<file path="config.mk">
export PLATFORM = sky130hd
export DESIGN_NAME = gw2a_ddr_rdalign
export DESIGN_NICKNAME = d
export VERILOG_FILES = /design/src/rtl/gw2a_ddr_rdalign.sv
export SDC_FILE = /design/constraint.sdc
export NUM_CORES = 1
export LEC_CHECK = 0
export CORE_ASPECT_RATIO = 0.6
export CORE_UTILIZATION = 35
export DETAILED_ROUTE_END_ITERATION = 10
export GPL_ROUTABILITY_DRIVEN = 0
export PLACE_DENSITY = 0.57
export SYNTH_ARGS = -nofsm -noshare
export SYNTH_HDL_FRONTEND = slang
export SYNTH_SLANG_ARGS = --single-unit
</file>
<file path="constraint.sdc">
create_clock -name PCLK -period 14.4 [get_ports PCLK]
set_input_delay 2.88 -clock PCLK [delete_from_list [all_inputs] [get_ports PCLK]]
set_output_delay 2.88 -clock PCLK [all_outputs]
set_load 0.02 [all_outputs]
</file>
<file path="src/rtl/gw2a_ddr_rdalign.sv">
// gw2a_ddr_rdalign: multi-lane read-capture aligner for the GW2A DDR PHY.
// Runs in the PCLK domain behind a bank of IDES4 deserialisers. Each lane
// picks one of four sample-pair/bit-order candidates. The pick can be
// written directly or found at run time by a calibration sweep. The sweep
// checks every candidate against a fixed training pair.
// Optional feature: define GW2A_RDALIGN_MASK_EN to add the CALIB_MASK output.
// That output holds the per-lane pass mask of the last calibration.
`timescale 1ns/1ps

module gw2a_ddr_rdalign #(
    parameter int         WIDTH         = 16,
    parameter logic       DELAY         = 1'b0,
    parameter logic [1:0] PATTERN       = 2'b10,
    parameter int         SETTLE        = 4,
    parameter int         CAL_CYCLES    = 16,
    parameter logic [1:0] DEFAULT_SHIFT = 2'b00
) (
    input  logic                 PCLK,
    input  logic                 RESET,
    input  logic [4*WIDTH-1:0]   DI,
    input  logic                 CALIB_REQ,
    input  logic                 SHIFT_WR,
    input  logic [2*WIDTH-1:0]   SHIFT_WDATA,
    output logic [WIDTH-1:0]     Q0,
    output logic [WIDTH-1:0]     Q1,
    output logic [2*WIDTH-1:0]   SHIFT_O,
    output logic                 CALIB_BUSY,
    output logic                 CALIB_DONE,
    output logic [WIDTH-1:0]     CALIB_FAIL
`ifdef GW2A_RDALIGN_MASK_EN
    ,
    output logic [4*WIDTH-1:0]   CALIB_MASK
`endif
);

    typedef enum logic [1:0] {
        ST_IDLE,
        ST_SETTLE,
        ST_CHECK,
        ST_RESOLVE
    } state_e;

    // One shared counter times both the settle and the check windows.
    localparam int CNT_MAX = (SETTLE > CAL_CYCLES) ? SETTLE : CAL_CYCLES;
    localparam int CNT_W   = (CNT_MAX > 1) ? $clog2(CNT_MAX) : 1;
    localparam logic [CNT_W-1:0] SETTLE_LAST = CNT_W'(SETTLE - 1);
    localparam logic [CNT_W-1:0] CHECK_LAST  = CNT_W'(CAL_CYCLES - 1);

    // Candidate s maps the raw lane samples {d3,d2,d1,d0} to {b,a}.
    function automatic logic [1:0] pick(input logic [3:0] d, input logic [1:0] s);
        logic [1:0] ba;
        unique case (s)
            2'd0:    ba = {d[2], d[0]};
            2'd1:    ba = {d[3], d[1]};
            2'd2:    ba = {d[0], d[2]};
            default: ba = {d[1], d[3]};
        endcase
        return ba;
    endfunction

    state_e             state_q, state_d;
    logic [CNT_W-1:0]   cnt_q, cnt_d;
    logic [1:0]         cand_q, cand_d;
    logic               start, check_exit, resolve, enter_settle;
    logic               busy, out_zero;

    logic [2*WIDTH-1:0] shift_q;
    logic [WIDTH-1:0]   fail_q;
    logic               done_q;
    logic [WIDTH-1:0]   ok_q, ok_d, ok_chk;
    logic [WIDTH-1:0]   a_c, b_c, match_c;
    logic [1:0]         pair_c;
    logic [WIDTH-1:0]   q0_q, q1_q, bprev_q;
    logic [WIDTH-1:0]   res_found;
    logic [2*WIDTH-1:0] res_shift;

    assign busy         = (state_q != ST_IDLE);
    assign enter_settle = (state_d == ST_SETTLE) && (state_q != ST_SETTLE);
    // Outputs are zero during the sweep and in the DONE cycle. The new
    // shift therefore appears on Q0/Q1 in a single clean step.
    assign out_zero     = busy || (state_d != ST_IDLE);

    // Calibration sequencer: next state, window counter and candidate index.
    always_comb begin
        // NOTE: every signal gets a default first so no path through the case leaves it unassigned (which would infer a latch).
        state_d    = state_q;
        cnt_d      = cnt_q;
        cand_d     = cand_q;
        start      = 1'b0;
        check_exit = 1'b0;
        resolve    = 1'b0;
        unique case (state_q)
            ST_IDLE: begin
                // A request arriving in the DONE cycle is ignored.
                if (CALIB_REQ && !done_q) begin
                    state_d = ST_SETTLE;
                    cnt_d   = '0;
                    cand_d  = 2'd0;
                    start   = 1'b1;
                end
            end
            ST_SETTLE: begin
                if (cnt_q == SETTLE_LAST) begin
                    state_d = ST_CHECK;
                    cnt_d   = '0;
                end else begin
                    cnt_d = cnt_q + CNT_W'(1);
                end
            end
            ST_CHECK: begin
                if (cnt_q == CHECK_LAST) begin
                    check_exit = 1'b1;
                    cnt_d      = '0;
                    if (cand_q == 2'd3) begin
                        state_d = ST_RESOLVE;
                    end else begin
                        state_d = ST_SETTLE;
                        cand_d  = cand_q + 2'd1;
                    end
                end else begin
                    cnt_d = cnt_q + CNT_W'(1);
                end
            end
            ST_RESOLVE: begin
                state_d = ST_IDLE;
                resolve = 1'b1;
            end
            default: state_d = ST_IDLE;
        endcase
    end

    // Sequencer state registers.
    always_ff @(posedge PCLK or posedge RESET) begin
        // NOTE: non-blocking assignments let every register sample pre-edge values, matching real flops.
        if (RESET) begin
            state_q <= ST_IDLE;
            cnt_q   <= '0;
            cand_q  <= 2'd0;
        end else begin
            state_q <= state_d;
            cnt_q   <= cnt_d;
            cand_q  <= cand_d;
        end
    end

    // Per-lane pair selection and training-pattern compare. During the
    // sweep all lanes use the shared candidate instead of their own shift.
    always_comb begin
        a_c     = '0;
        b_c     = '0;
        match_c = '0;
        pair_c  = 2'b00;
        for (int i = 0; i < WIDTH; i++) begin
            pair_c     = pick(DI[4*i +: 4], busy ? cand_q : shift_q[2*i +: 2]);
            a_c[i]     = pair_c[0];
            b_c[i]     = pair_c[1];
            match_c[i] = (pair_c == PATTERN);
        end
        ok_chk = ok_q & match_c;
        if (enter_settle) begin
            ok_d = '1;
        end else if (state_q == ST_CHECK) begin
            ok_d = ok_chk;
        end else begin
            ok_d = ok_q;
        end
    end

`ifdef GW2A_RDALIGN_MASK_EN
    logic [WIDTH-1:0][3:0] mask_q;
    logic [4*WIDTH-1:0]    calib_mask_q;

    // Lowest-index passing candidate from the full per-lane mask.
    always_comb begin
        res_found = '0;
        res_shift = '0;
        for (int i = 0; i < WIDTH; i++) begin
            res_found[i] = |mask_q[i];
            if (mask_q[i][0])      res_shift[2*i +: 2] = 2'd0;
            else if (mask_q[i][1]) res_shift[2*i +: 2] = 2'd1;
            else if (mask_q[i][2]) res_shift[2*i +: 2] = 2'd2;
            else                   res_shift[2*i +: 2] = 2'd3;
        end
    end

    // Record each candidate's verdict and publish the mask at completion.
    always_ff @(posedge PCLK or posedge RESET) begin
        // NOTE: the mask storage is reset because its value is architecturally visible after reset, not just scratch.
        if (RESET) begin
            mask_q       <= '0;
            calib_mask_q <= '0;
        end else begin
            if (check_exit) begin
                for (int i = 0; i < WIDTH; i++) begin
                    mask_q[i][cand_q] <= ok_chk[i];
                end
            end
            if (resolve) begin
                calib_mask_q <= mask_q;
            end
        end
    end

    assign CALIB_MASK = calib_mask_q;
`else
    logic [WIDTH-1:0]   found_q;
    logic [2*WIDTH-1:0] best_q;

    // Keep only the first (lowest) passing candidate per lane. Candidates
    // are swept in ascending order, so the first pass is the lowest.
    always_ff @(posedge PCLK or posedge RESET) begin
        if (RESET) begin
            found_q <= '0;
            best_q  <= '0;
        end else if (start) begin
            found_q <= '0;
        end else if (check_exit) begin
            for (int i = 0; i < WIDTH; i++) begin
                if (ok_chk[i] && !found_q[i]) begin
                    found_q[i]        <= 1'b1;
                    best_q[2*i +: 2]  <= cand_q;
                end
            end
        end
    end

    assign res_found = found_q;
    assign res_shift = best_q;
`endif

    // Per-lane ok flags, shift registers, fail flags and completion pulse.
    always_ff @(posedge PCLK or posedge RESET) begin
        if (RESET) begin
            ok_q    <= '0;
            shift_q <= {WIDTH{DEFAULT_SHIFT}};
            fail_q  <= '0;
            done_q  <= 1'b0;
        end else begin
            ok_q   <= ok_d;
            done_q <= resolve;
            if (resolve) begin
                for (int i = 0; i < WIDTH; i++) begin
                    if (res_found[i]) begin
                        shift_q[2*i +: 2] <= res_shift[2*i +: 2];
                        fail_q[i]         <= 1'b0;
                    end else begin
                        fail_q[i]         <= 1'b1;
                    end
                end
            end else if ((state_q == ST_IDLE) && SHIFT_WR && !start) begin
                // A direct write loses to a calibration request in the same cycle.
                shift_q <= SHIFT_WDATA;
            end
        end
    end

    // Aligned output pair. With DELAY set, Q0 carries the previous cycle's
    // second bit, so the pair straddles two PCLK cycles.
    always_ff @(posedge PCLK or posedge RESET) begin
        if (RESET) begin
            q0_q    <= '0;
            q1_q    <= '0;
            bprev_q <= '0;
        end else if (out_zero) begin
            q0_q    <= '0;
            q1_q    <= '0;
            bprev_q <= '0;
        end else if (DELAY) begin
            q0_q    <= bprev_q;
            q1_q    <= a_c;
            bprev_q <= b_c;
        end else begin
            q0_q    <= a_c;
            q1_q    <= b_c;
            bprev_q <= b_c;
        end
    end

    assign Q0         = q0_q;
    assign Q1         = q1_q;
    assign SHIFT_O    = shift_q;
    assign CALIB_BUSY = busy;
    assign CALIB_DONE = done_q;
    assign CALIB_FAIL = fail_q;

endmodule

</file>
; Word level (Yosys, flattened, before mapping)
; Cells that the tools add are included.
[totals]
reg_bits = 153
word_cells = 370
[classes]
addsub = 2
n_eq_ne = 75
mux = 106
bitwise_logic = 2
reduce_logical = 129
[op_table]
columns = operator, count
row1 = $mux 16, 6
row2 = $pmux 2 s3, 16
row3 = $mux 2, 39
row4 = $eq 2x2->1 const B, 35
row5 = $reduce_and 2->1, 33
row6 = $mux 32, 2
row7 = $reduce_and 3->1, 16
row8 = $reduce_bool 2->1, 22
row9 = $mux 1, 37
row10 = $eq 2x1->1 const B, 18
row11 = $logic_not 2->1, 17
row12 = $ne 2x1->1 const B, 17
row13 = $logic_and 1x1->1, 20
row14 = $logic_not 1->1, 18
row15 = $and 16x16->16, 1
row16 = $mux 4, 3
row17 = $pmux 4 s3, 1
row18 = $pmux 2 s4, 1
row19 = $ne 2x2->1 const B, 3
row20 = $add 4x1->4 const B, 1
row21 = $eq 4x2->1 const B, 1
row22 = $eq 4x4->1 const B, 1
row23 = $pmux 2 s2, 1
row24 = $reduce_and 4->1, 1
row25 = 4 further kinds, 4

; Logic depth before layout (Yosys ltp)
[logic_depth]
word_depth = 10
depth_mapped = 9
ltp_nobuf = 7

; Least setup slack after synthesis
; OpenSTA, ideal clock, no wires.
[synth_path]
path_kind = input-to-reg
from = input port CALIB_REQ
to = register best_q[30]
arrival_ns = 4.103
required_time_ns = 14.272
setup_slack_ns = 10.169
cell_stages = 6
n_path_buf = 2
path_cell_list = nor2b_1 -> clkbuf_1 -> a21oi_2 -> buf_2 -> nand4b_1 -> mux2_1
[synth_between]
elab_chain_cells = 5
[synth_lines]
columns = item, line
row1 = start: declaration, 21  ; input logic CALIB_REQ,
row2 = $logic_and 1x1->1, 95  ; if (CALIB_REQ && !done_q) begin
row3 = $mux 1, 95
row4 = $mux 1, 92  ; unique case (state_q)
row5 = $not 1->1 (no line), n/a
row6 = $reduce_and 3->1 (no line), n/a
row7 = end signal: indexed assignment, 221  ; best_q[2*i +: 2] <= cand_q;
row8 = end: declaration, 207  ; logic [2*WIDTH-1:0] best_q;
; No other way between the ends.
; A chain may end at the register's enable or synchronous reset.

; Worst setup path after layout
[layout_path]
from = input port CALIB_REQ
to = register shift_q[30], in the netlist SHIFT_O[30]
[layout_between]
elab_chain_cells = 7
[layout_lines]
columns = item, line
row1 = $logic_and 1x1->1, 95
row2 = $mux 1, 95
row3 = $mux 1, 92
row4 = $logic_not 1->1, 250  ; end else if ((state_q == ST_IDLE) && SHIFT_WR && !start) begin
row5 = $logic_and 1x1->1, 250
row6 = $reduce_bool 2->1 (no line), n/a
row7 = $reduce_and 2->1 (no line), n/a
row8 = end signal: assignment, 235  ; shift_q <= {WIDTH{DEFAULT_SHIFT}};
row9 = end signal: indexed assignment, 244  ; shift_q[2*i +: 2] <= res_shift[2*i +: 2];
row10 = end: declaration, 67  ; logic [2*WIDTH-1:0] shift_q;
; No other way between the ends.

==> results.md <==
| Group | Parameter | This run |
| --- | --- | --- |
| flow run | Max-capacitance violation count | 0 |
| placed design | Post-DP HPWL | 15300 microns |
| power and ir drop | Static Leak | 4.78 nW |
| logic synthesis | Synthesized cell area | 8180 sq um |
| die | Core box area | 22500 sq um |
| logic synthesis | Proportion of register bits with asynchronous set or reset after synthesis | 100% |
| routing | Vias | 6190 |
| grt | Wire length of the first global-routing pass | 35100 microns |
| routing | Mean number of vias per cell | 5.13 |
| timing | Final worst path period need | 5.03 ns |
| logic synthesis | Mean cell area of the mapped netlist | 11.5 sq um |
| clocking | Clock Latency Late Sink | 0.43 ns |
| power and ir drop | Peak VDD IR | 0.0000849 V |
| min path | Worst Hold Class | reg -> reg |
| timing | Fmax | 199 MHz |
| clocking | Setup repair bufs after CTS | 0 |
| die | Die height | 120 microns |
| routing | Routed wire length per instance | 18.6 microns |
| timing | Slew headroom | 26.1% |
| worst setup path | Depth of the worst register-to-register path | 8 |
| grt | Residual overflow from global routing | 0 |
| timing | Final setup viols | 0 |
| timing | Setup TNS | 0 ns |
| final layout | Most frequent cells in the layout | clkdlybuf4s50_1, dfrtp_1, nor2b_1 |
| logic synthesis | Share of synthesized area occupied by flip-flops and latches | 46.8% |
| final layout | Most common cell after layout, fill and taps aside | clkdlybuf4s50_1 |
| placed design | Worst slack at placement | 8.90 ns |
| timing | Min Hold Slack | 0.485 ns |
| clocking | CTS buffer count | 17 |
| placed design | Input/output buffers | 181 |
| worst setup path | End of the worst register-to-register path | best_q[31] |
| clocking | CTS H-tree depth | 4 |
| power and ir drop | Tot Pwr | 0.00200 W |
| timing | Hold Vio Cnt, Final | 0 |
| routing | Count of routing violations after the opening detailed-route iteration | 399 |
| worst setup path | Worst setup path category | in -> reg |
| die | Die outline area | 24000 sq um |
| clocking | Hold buffer count at cts | 0 |
| logic synthesis | Number of synthesized register bits | 153 |
| worst setup path | Register-to-register setup slack | 10.83 ns |
| worst setup path | Launching element of the worst setup path | CALIB_REQ |
| grt | Maximum number of pins on one net before global-route repair | 80 |
| routing | Overall routed net length | 22500 microns |
| final layout | Post-route non-filler standard cell count | 1206 |
| logic synthesis | Number of enable flip-flop cells after synthesis | 0 |
| clocking | Maximum buffer depth of the clock tree | 2 |
| routing | Residual DRC count | 0 |
| timing | Setup skew after layout | 0.00926 ns |
| worst setup path | Critical path capture point type | flop |
| final layout | Number of antenna repair diodes | 0 |
| clocking | Resized Gates After CTS | 0 |
| routing | Antenna Violating Nets Remaining | 0 |
| run status | Result of the run | finished clean |
| die | Std cell rows | 42 |
| grt | Via count of the first global-routing pass | 5946 |
| clocking | Clk Tree Root Cell | clkbuf_16 |
| clocking | CTS Sinks | 153 |
| placed design | Total placed cells including tap cells | 1175 |
| routing | First drt pass iteration count | 5 |
| clocking | Clock-pin slew on the worst setup and hold paths | 0.06 ns |
| worst setup path | Data arrival at the endpoint of the critical path | 5.32 ns |
| clocking | TritonCTS clock tree | done |
| worst setup path | Worst r2r src | state_q[1] |
| worst setup path | Startpoint Class | input pin |
| power and ir drop | Power density of the placed cells | 184 nW/um^2 |
| die | Die outline width | 199 microns |
| logic synthesis | Post-synthesis net count | 817 |
| worst setup path | End of the critical path | SHIFT_O[30] |
| logic synthesis | Cell variety after synth | 46 |
| timing | Post-route setup slack | 9.37 ns |
| logic synthesis | Commonest register cell after synthesis | dfrtp_1 |
| final layout | Fill cell total of the finished layout | 2083 |
| worst setup path | Crit-path max FO | 33 |
| timing | Pins Over Slew Limit | 0 |
| worst setup path | Data required time of the worst path | 14.69 ns |
| timing | Post-route clock period utilization | 35.0% |
| die | Number of I/O pins | 182 |
| final layout | Share of post-route cells with drive strength above 1 | 11.2% |
| grt | All-layer global routing usage | 19.5% |
| timing | Worst-Margin Slew | 1.11 ns |
| grt | Antenna violations before repair | 0 |
| die | Initial standard-cell utilization of the core | 36.4% |
| logic synthesis | Cells after Synth | 710 |
| logic synthesis | Count of warnings emitted by yosys | 0 |
| timing | Setup repair after global routing missed its margin | no |
| final layout | Final-stage net count | 993 |
| final layout | Relative area change from synthesis to final layout | 33.0% |
[critical path: stages]
cell and delay, ns:
clkdlybuf4s50_1 0.44, nor2b_1 0.49, nor2_1 0.25, nand3_2 0.48, buf_4 0.44, mux2i_1 0.22, a21oi_1 0.07
[synthesized netlist by cell type (2+ instances only)]
master	instances	area share, %
nand4_1	2	0.15
inv_2	2	0.092
o21ai_1	9	0.55
dfrtp_1	153	47
inv_1	33	1.5
a31oi_1	30	2.3
buf_6	3	0.41
mux4_2	28	7.7
nor2b_1	101	7.7
buf_4	3	0.28
mux2_1	32	4.4
mux4_1	4	1.3
o21ai_0	29	1.8
a21oi_2	11	1.2
mux2i_2	4	0.67
nor2_1	3	0.14
nand3b_1	2	0.18
nand2_1	84	3.9
nand3_1	4	0.24
a21oi_1	11	0.67
nor3_1	2	0.12
mux2i_1	52	6.4
mux2i_4	12	3.3
nand4b_1	16	1.7
buf_2	10	0.61
o221a_1	2	0.28
o22ai_1	28	2.1
o32ai_1	2	0.21
clkbuf_1	15	0.69
ha_1	7	1.1
[kinds of logic (layout without fill, tap and decap cells)]
kind of cell | Yosys count | count (layout) | synth area share [%]
multiplexers | 133 | 133 | 23.9
AO/OA/AOI/OAI | 132 | 132 | 10.1
adder cells (fa/ha/maj) | 7 | 7 | 1.07
buffers and inverters | 67 | 255 | 3.64
AND/OR/NAND/NOR | 218 | 218 | 14.5
flip-flops | 153 | 153 | 46.8
[how the worst min path moves through the flow]
| stage | startpoint | to | cells past startpoint |
|---|---|---|---|
| after detailed placement | CALIB_FAIL[12] | CALIB_FAIL[12] | 2 |
| after floorplan | ok_q[10] | ok_q[10] | 2 |
| after global routing | best_q[25] | best_q[25] | 1 |
| after CTS | CALIB_FAIL[12] | CALIB_FAIL[12] | 2 |
| final | CALIB_FAIL[14] | CALIB_FAIL[14] | 2 |
| after global placement | CALIB_FAIL[5] | CALIB_FAIL[5] | 2 |
[routing by layer]
metal | part of all wire, % | vias up | global-route usage [%]
met5 | 0 | - | 0
met2 | 40 | 192 | 25.8
li1 | - | 2931 | -
met3 | 6.7 | 14 | 5.10
met4 | 0.88 | 0 | 4.34
met1 | 53 | 3053 | 31.0
[stage by stage]
stage / area, sq um / utilization [%]
finish: 10900 / 48.4
global route: 10900 / 48.4
CTS: 10900 / 48.4
detailed placement: 10300 / 45.8
global placement: 10300 / 45.8
floorplan: 8180 / -
[sequential cells by signal (all words and copies together) (netlist names)]
name and count:
CALIB_DONE 1, cand_q 2, ok_q 16, state_q 2
Q0 16, Q1 16, CALIB_FAIL 16, SHIFT_O 32
cnt_q 4, best_q 32, found_q 16
[layout make-up]
| class | count | area, sq um | area share, % |
|---|---|---|---|
| tap | 308 | 385 | 3.54 |
| sequential | 153 | 3830 | 35.2 |
| inverter | 36 | 140 | 1.29 |
| timing repair buffer | 188 | 1860 | 17.1 |
| clock inverter | 11 | 123 | 1.13 |
| clock buffer | 20 | 457 | 4.20 |
| multi-input combinational | 490 | 4080 | 37.5 |
[power breakdown]
group          leakage, nW  switching, W  internal, W
Combinational         2.57      0.000471     0.000464
Sequential            1.93     0.0000793     0.000537
Clock                0.274      0.000186     0.000263
Total                 4.78      0.000737      0.00126
Power figures use the tool's default switching activity.
